**config.mk**
```make
export PLATFORM = sky130hd
export DESIGN_NAME = mem_access_ctrl
export DESIGN_NICKNAME = d
export VERILOG_FILES = /design/src/rtl/mips_mem_pkg.sv /design/src/rtl/mem_lane_align.sv /design/src/rtl/mem_access_ctrl.sv
export SDC_FILE = /design/constraint.sdc
export NUM_CORES = 1
export LEC_CHECK = 0
export ABC_AREA = 0
export CORE_MARGIN = 3
export CORE_UTILIZATION = 45
export CTS_CLUSTER_DIAMETER = 50
export DETAILED_ROUTE_END_ITERATION = 16
export GPL_TIMING_DRIVEN = 0
export PLACE_DENSITY = 0.8
export SYNTH_ARGS = -nofsm -noshare
export SYNTH_HDL_FRONTEND = slang
export SYNTH_SLANG_ARGS = --single-unit
```
**constraint.sdc**
```tcl
create_clock -name Clk -period 4.09 [get_ports Clk]
set_clock_uncertainty 0.2 [all_clocks]
set_input_delay 1.227 -clock Clk [delete_from_list [all_inputs] [get_ports Clk]]
set_output_delay 1.227 -clock Clk [all_outputs]
set_load 0.01 [all_outputs]
```
**src/rtl/mips_mem_pkg.sv**
```systemverilog
// rtl/mips_mem_pkg.sv - shared encodings and alignment helper for the memory access controller
package mips_mem_pkg;

   localparam logic [1:0] SZ_BYTE = 2'b00;
   localparam logic [1:0] SZ_HALF = 2'b01;
   localparam logic [1:0] SZ_WORD = 2'b10;

   typedef logic [2:0] state_t;

   localparam state_t ST_IDLE   = 3'd0;
   localparam state_t ST_RD     = 3'd1;
   localparam state_t ST_RMW_RD = 3'd2;
   localparam state_t ST_WR     = 3'd3;
   localparam state_t ST_DONE   = 3'd4;
   localparam state_t ST_ERR    = 3'd5;

   // Halves must sit on even addresses, words on multiples of four; the reserved size always faults.
   function automatic logic is_misaligned(input logic [1:0] size, input logic [1:0] addr_lo);
      logic bad;
      case (size)
         SZ_BYTE: bad = 1'b0;
         SZ_HALF: bad = addr_lo[0];
         SZ_WORD: bad = |addr_lo;
         default: bad = 1'b1;
      endcase
      return bad;
   endfunction

endpackage

```
**src/rtl/mem_lane_align.sv**
```systemverilog
// rtl/mem_lane_align.sv - big-endian lane extract/extend for loads and lane merge for subword stores
module mem_lane_align
   import mips_mem_pkg::*;
(
   input  logic [31:0] word,
   input  logic [1:0]  offset,
   input  logic [1:0]  size,
   input  logic        sgn,
   input  logic [15:0] wdata,
   output logic [31:0] load_val,
   output logic [31:0] store_word
);

   logic [7:0]  lane_b;
   logic [15:0] lane_h;

   // Pick the addressed byte and half; offset 0 is the most significant lane.
   always_comb begin
      case (offset)
         2'd0:    lane_b = word[31:24];
         2'd1:    lane_b = word[23:16];
         2'd2:    lane_b = word[15:8];
         default: lane_b = word[7:0];
      endcase
      lane_h = offset[1] ? word[15:0] : word[31:16];
   end

   // Extend the extracted lane to 32 bits; word loads pass straight through.
   always_comb begin
      case (size)
         SZ_BYTE: load_val = {{24{sgn & lane_b[7]}}, lane_b};
         SZ_HALF: load_val = {{16{sgn & lane_h[15]}}, lane_h};
         default: load_val = word;
      endcase
   end

   // Replace only the addressed lane of the read word, leaving every other bit untouched.
   always_comb begin
      store_word = word;
      case (size)
         SZ_BYTE: begin
            case (offset)
               2'd0:    store_word[31:24] = wdata[7:0];
               2'd1:    store_word[23:16] = wdata[7:0];
               2'd2:    store_word[15:8]  = wdata[7:0];
               default: store_word[7:0]   = wdata[7:0];
            endcase
         end
         SZ_HALF: begin
            if (offset[1])
               store_word[15:0] = wdata;
            else
               store_word[31:16] = wdata;
         end
         default: store_word = word;
      endcase
   end

endmodule

```
**src/rtl/mem_access_ctrl.sv**
```systemverilog
// rtl/mem_access_ctrl.sv - single-outstanding load/store initiator with subword access and fault detection
module mem_access_ctrl
   import mips_mem_pkg::*;
#(
   parameter int ADDR_W = 32
) (
   input  logic              Clk,
   input  logic              Rst,
   input  logic              Req,
   input  logic              Wr,
   input  logic [1:0]        Size,
   input  logic              Signed,
   input  logic [ADDR_W-1:0] Addr,
   input  logic [31:0]       WData,
   output logic              Busy,
   output logic              Done,
   output logic              Err,
   output logic [31:0]       RData,
   output logic              MemRead,
   output logic              MemWrite,
   output logic [ADDR_W-1:0] MemAddr,
   output logic [31:0]       MemWData,
   input  logic [31:0]       MemRData
);

   state_t            state;
   state_t            state_nxt;
   logic [1:0]        size_q;
   logic              signed_q;
   logic [ADDR_W-1:0] addr_q;
   logic [15:0]       wdata_q;
   logic [31:0]       mwdata_q;
   logic [31:0]       rdata_q;
   logic [31:0]       load_val;
   logic [31:0]       store_word;
   logic              accept;

   assign accept = (state == ST_IDLE) && Req;

   mem_lane_align u_align (
      .word       (MemRData),
      .offset     (addr_q[1:0]),
      .size       (size_q),
      .sgn        (signed_q),
      .wdata      (wdata_q),
      .load_val   (load_val),
      .store_word (store_word)
   );

   // State register; reset returns to IDLE immediately so a pending write is dropped.
   always_ff @(posedge Clk or negedge Rst) begin
      if (!Rst)
         state <= ST_IDLE;
      else
         state <= state_nxt;
   end

   // Next state: faults are decided at accept so no memory cycle is ever started for them.
   always_comb begin
      state_nxt = state;
      case (state)
         ST_IDLE: begin
            if (Req) begin
               if (is_misaligned(Size, Addr[1:0]))
                  state_nxt = ST_ERR;
               else if (!Wr)
                  state_nxt = ST_RD;
               else if (Size == SZ_WORD)
                  state_nxt = ST_WR;
               else
                  state_nxt = ST_RMW_RD;
            end
         end
         ST_RD:     state_nxt = ST_DONE;
         ST_RMW_RD: state_nxt = ST_WR;
         ST_WR:     state_nxt = ST_DONE;
         ST_DONE:   state_nxt = ST_IDLE;
         ST_ERR:    state_nxt = ST_IDLE;
         default:   state_nxt = ST_IDLE;
      endcase
   end

   // Outputs decode from state alone, so read and write enables are mutually exclusive by construction.
   always_comb begin
      Busy     = (state != ST_IDLE);
      Done     = (state == ST_DONE);
      Err      = (state == ST_ERR);
      MemRead  = (state == ST_RD) || (state == ST_RMW_RD);
      MemWrite = (state == ST_WR);
   end

   // Request latches, write word assembly and the load result register.
   always_ff @(posedge Clk or negedge Rst) begin
      if (!Rst) begin
         size_q   <= SZ_BYTE;
         signed_q <= 1'b0;
         addr_q   <= '0;
         wdata_q  <= '0;
         mwdata_q <= '0;
         rdata_q  <= '0;
      end else begin
         if (accept) begin
            size_q   <= Size;
            signed_q <= Signed;
            addr_q   <= Addr;
            wdata_q  <= WData[15:0];
            mwdata_q <= WData;
         end
         if (state == ST_RMW_RD)
            mwdata_q <= store_word;
         if (state == ST_RD)
            rdata_q <= load_val;
      end
   end

   assign RData    = rdata_q;
   assign MemAddr  = {addr_q[ADDR_W-1:2], 2'b00};
   assign MemWData = mwdata_q;

endmodule

```
; After elaboration in Yosys (flattened, before gate mapping)
; Cells that the tools add are included.
[op_classes]
bitwise = 2
mux = 20
n_eq_ne = 11
reduce_logical = 11
[ops]
columns = op, count
row1 = case mux 32 bit (2 select lines), 2
row2 = 2-to-1 mux 32 bit, 2
row3 = 2-to-1 mux 16 bit, 3
row4 = 2-to-1 mux 8 bit, 4
row5 = case mux 8 bit (3 select lines), 1
row6 = case mux 3 bit (3 select lines), 1
row7 = equality test 2 x 1 -> 1 bit (second input constant), 3
row8 = equality test 3 x 2 -> 1 bit (second input constant), 2
row9 = equality test 3 bit (second input constant), 2
row10 = zero test 2 bit, 3
row11 = 2-to-1 mux 3 bit, 2
row12 = equality test 2 bit (second input constant), 2
row13 = OR reduction 2 bit, 2
row14 = equality test 3 x 1 -> 1 bit (second input constant), 1
row15 = zero test 3 bit, 1
row16 = 2-to-1 mux 1 bit, 3
row17 = case mux 1 bit (3 select lines), 1
row18 = nonzero test 3 bit, 1
row19 = OR reduction 3 bit, 1
row20 = bitwise AND 1 bit, 2
row21 = 2-to-1 mux 2 bit, 1
row22 = inequality test 2 bit (second input constant), 1
row23 = nonzero test 2 bit, 1
row24 = logical AND 1 bit, 1
row25 = logical OR 1 bit, 1
[totals]
ff_bits = 118
input_bits = 103

; Logic depth before layout (Yosys ltp)
[logic_depth]
depth_word = 7
mapped_depth = 7

; By module
; From an unflattened synthesis, not the netlist that was laid out.
[hier_totals]
cells_unflattened = 555
hier_area_um2 = 6448.7
[modules_own_cells]
columns = module, cells_per_inst, instances, seq_area_each_um2, area_each_um2
row1 = mem_access_ctrl, 336, 1, 2952.8, 4820.9
row2 = mem_lane_align, 219, 1, 0.0, 1627.8

; Worst setup path before layout
; OpenSTA, ideal clock, no wires.
[synth_timing]
path_type = register to output
start = register state[1]
end = output MemRead
arrival_ns = 1.177
slack_ns = 1.486
path_stages_with_launch = 6
path_buffers = 2
path_cell_list = dfrtp_1 > buf_2 > inv_2 > nand3b_2 > clkbuf_1 > nand2_1
[synth_between]
elab_chain_cells = 2
[synth_rtl]
columns = element, line_no
row1 = start: declaration, mem_access_ctrl.sv:26  ; state_t state;
row2 = start signal: assignment, mem_access_ctrl.sv:55  ; state <= state_nxt;
row3 = equality test 3 x 1 -> 1 bit / equality test 3 x 2 -> 1 bit (equally long branches), mem_access_ctrl.sv:88  ; MemRead = (state == ST_RD) || (state == ST_RMW_RD);
row4 = logical OR 1 bit *, mem_access_ctrl.sv:88
row5 = end: declaration, mem_access_ctrl.sv:19  ; output logic MemRead,
; Every way passes the cells marked *; elsewhere a longest branch is shown, timed or not.

; Final worst setup path
[layout_timing]
start = register state[2]
end = output MemRead
; Same word-level chain as after synthesis.

==> impl_metrics.yaml <==
sta:
  setup-violations-final: 0
  worst_slew_pin_slew_ns: 0.578
  period_share_pct: 92.3
  max_slew_margin_pct: 61.5
  max_freq_mhz: 265
  drv_slew: 0
  setup_ws_ns: 0.315
  rsz0062_at_grt: "false"
  min_period_ns: 3.77
  hold_viol: 0
die:
  die_height_um: 121
  core_mm2: 0.0128
  start_util_pct: 46.5
  die_area_mm2: 0.0146
  io_pins: 204
  fp.dieW_um: 121
  rows: 41
logic_synthesis:
  synth_area_per_cell_um2: 8.78
  yosys.area_share.simple_pct: 21.6
  synth_compound_area_share_pct: 17.7
  synth_cells: 677
  postSynth.asyncResetShare_pct: 100
  synth_seq_area_share_pct: 49.7
  synthMuxAreaShare_pct: 2.78
  synth_seq_cells: 118
  synth.top_cell.area_share_pct: 49.7
  synthDistinctLibCells: 49
  ys.warnings.count: 0
  synth.largest_area_cell: "dfrtp_1"
  synth-main-ff-cell: "dfrtp_1"
  synth.area.top_cells: "dfrtp_1 (50%), nand2_1 (12%), a21oi_1 (6.0%), buf_4 (4.3%), nor2_1 (2.5%)"
  synth-adder-area-share_pct: 0
  synth-xor-area-share_pct: 0
  netlist_area_mm2: 0.00594
  synth_edf_count: 0
  synth_top_family_by_area: "simple AND/OR/NAND/NOR gates"
global_route:
  grt-busiest-layer: "met2"
  antenna_found_initial: 0
  met2_usage_pct: 41.8
  grt_pass1_vias: 5692
  grt_use_met3_pct: 5.55
  grt_use_met1_pct: 37.0
  grt_max_degree: 69
  grt_use_total_pct: 26.7
  grt_pass1_wl_um: 30200
  overflow: 0
placed_design:
  dp_hpwl_um: 14300
  dp.cells: 1052
  portBuffers: 201
  gp_congestion: 0.939
  pre_cts_ws_ns: 0.737
clocking:
  clk_pin_slew_ns: 0.05
  htreeDepth: 4
  post_cts_buffers: 0
  cts_buffer_depth: 2
  cts_tree: "yes"
  hold_buffers: 0
  cts-root-buf: "clkbuf_16"
  clock_sinks: 118
  cts-buffers-inserted: 17
  cts_resized: 0
  clock_latency_ns: 0.42
pwr:
  p_sw_mw: 2.62
  irDropWorstVdd_v: 0.000429
  p_per_area_mw_per_mm2: 814
  combPwrFrac_pct: 47.7
  p_leak_nw: 4.00
  power_frac_clock_pct: 23.0
  power.internal_mw: 4.59
  power_mw: 7.22
  switching_share_pct: 36.3
  p_seq_share_pct: 29.3
routing:
  drt_pass1_iterations: 5
  vias: 5873
  wire_per_inst_um: 17.9
  drtAntennaViolNets: 0
  drc_errors: 0
  drt-total-wl_um: 19400
  avgViaCountPerCell: 5.42
  drt_iter0_drc: 588
finish:
  final_cell_mix: "clkdlybuf4s50_1 (200), nand2_1 (183), dfrtp_1 (118)"
  drive_gt1_share_pct: 11.1
  final_common_cell: "clkdlybuf4s50_1"
  finalNetCount: 1002
  nFillCells: 987
  syn_to_final_growth_pct: 49.1
  diodes: 0
  stdcell_count: 1084
setup_path:
  cp_slowest_stage_delay_ns: 0.54
  r2r_slack_ns: 2.06
  cp_data_required_time_ns: 2.66
  critPathArrivalTime_ns: 2.35
  reg2reg_from: "addr_q[0]"
  worstSetupPathType: "flip-flop to primary output"
  crit_path_start: "state[2]"
  critical_path_depth: 6
  cp_top_family: "buffers and inverters"
  r2r.worst_path.cells: 5
  cpMostUsedCell: "nand2_1"
  cpMaxStageDelayCell: "clkdlybuf4s50_1"
  path_max_fanout: 10
  startpoint_type: "flip-flop"
  path_cells: "buf_2 > nor2_2 > nand2_1 > clkbuf_1 > nand2_1 > clkdlybuf4s50_1"
  crit_path_end: "MemRead"
  endpoint_kind: "primary output"
  cp_num_buf_inv: 3
  r2r-end: "RData[21]"
flow_run:
  cap_violations: 0
hold_path:
  hold_path_class: "flip-flop to flip-flop"
status:
  status: "finished, final reports clean"
cell families (layout without fill, tap and decap cells):
logic type,Yosys count,after routing
AND/OR/NAND/NOR,287,287
buffers and inverters,86,320
other,1,2
multiplexers,14,14
flip-flops,118,118
AO/OA/AOI/OAI,171,171
cell usage after synthesis, types with 2 or more instances:
cell type  number
buf_1           3
and2_1          3
o22ai_1         6
and3_1         14
a21o_1          9
o211ai_1        3
buf_4          34
dfrtp_1       118
nand2_1       183
a211oi_1        8
a22oi_1        10
nor3b_1         2
nand3_1         9
nor2_2          2
nand2b_1        9
a221oi_1        8
mux4_2          2
inv_1           8
a21oi_1        71
nor3_1          8
a31oi_1        13
o221ai_1        8
nor2_1         40
mux2i_1        12
buf_6           2
clkbuf_1       21
buf_2          17
o21ai_0        28
and3b_1         6
flip-flops by register name, summed over array words and instances, names as in the netlist:
| name | flops |
|---|---|
| size_q | 2 |
| signed_q | 1 |
| RData | 32 |
| wdata_q | 16 |
| addr_q | 32 |
| MemWData | 32 |
| state | 3 |
area by class of cell:
cell class / instances / area (um^2) / share of cell area, %
well taps: 172 / 215 / 2.43
inverters: 9 / 33.8 / 0.381
clock inverters: 9 / 170 / 1.92
plain buffers: 77 / 453 / 5.11
multi-input cells: 474 / 2510 / 28.3
repair buffers: 202 / 2040 / 23.0
flip-flops and latches: 118 / 2950 / 33.3
clock buffers: 23 / 488 / 5.51
per-layer routing:
layer	share of wire, %	routed length [um]	vias up
li1	-	-	2755
met1	43	8310	2781
met2	46	8990	297
met3	8.1	1570	40
met4	2.5	488	0
met5	0	0	-
worst reg2reg max path, stage by stage (launching register included):
cell and delay [ns]:
dfrtp_1 0.48, nor2b_2 0.26, mux4_2 0.36, a31oi_4 0.34
buf_6 0.20, a21oi_1 0.08
power groups by stage:
| stage | sequential (mW) | combinational [mW] | clock (mW) |
|---|---|---|---|
| floorplan | 2.18 | 1.73 | 0 |
| global placement | 2.10 | 3.37 | 0 |
| detailed placement | 2.12 | 3.41 | 0 |
| CTS | 2.10 | 3.44 | 1.67 |
| global route | 2.18 | 3.74 | 1.73 |
| finish | 2.11 | 3.44 | 1.66 |
stage by stage:
step	utilization (%)	TNS [ns]	hold WS, ns	cell area (um^2)
after global routing	69.4	0	0.291	8860
after global placement	64.0	-354.89	0.258	8170
after detailed placement	64.2	0	0.263	8200
after floorplan	-	0	0.246	5950
final	69.4	0	0.271	8860
after CTS	69.4	0	0.277	8860
how the worst min path moves through the flow:
stage                          start          to  slack [ns]  depth (start not counted)
after global placement     addr_q[6]   addr_q[6]        0.26                          2
final                     addr_q[10]  addr_q[10]        0.27                          2
after detailed placement  addr_q[22]  addr_q[22]        0.26                          2
after CTS                 addr_q[22]  addr_q[22]        0.28                          2
after floorplan           wdata_q[9]  wdata_q[9]        0.25                          2
after global routing      addr_q[20]  addr_q[20]        0.29                          2
(Power assumes the default switching activity.)
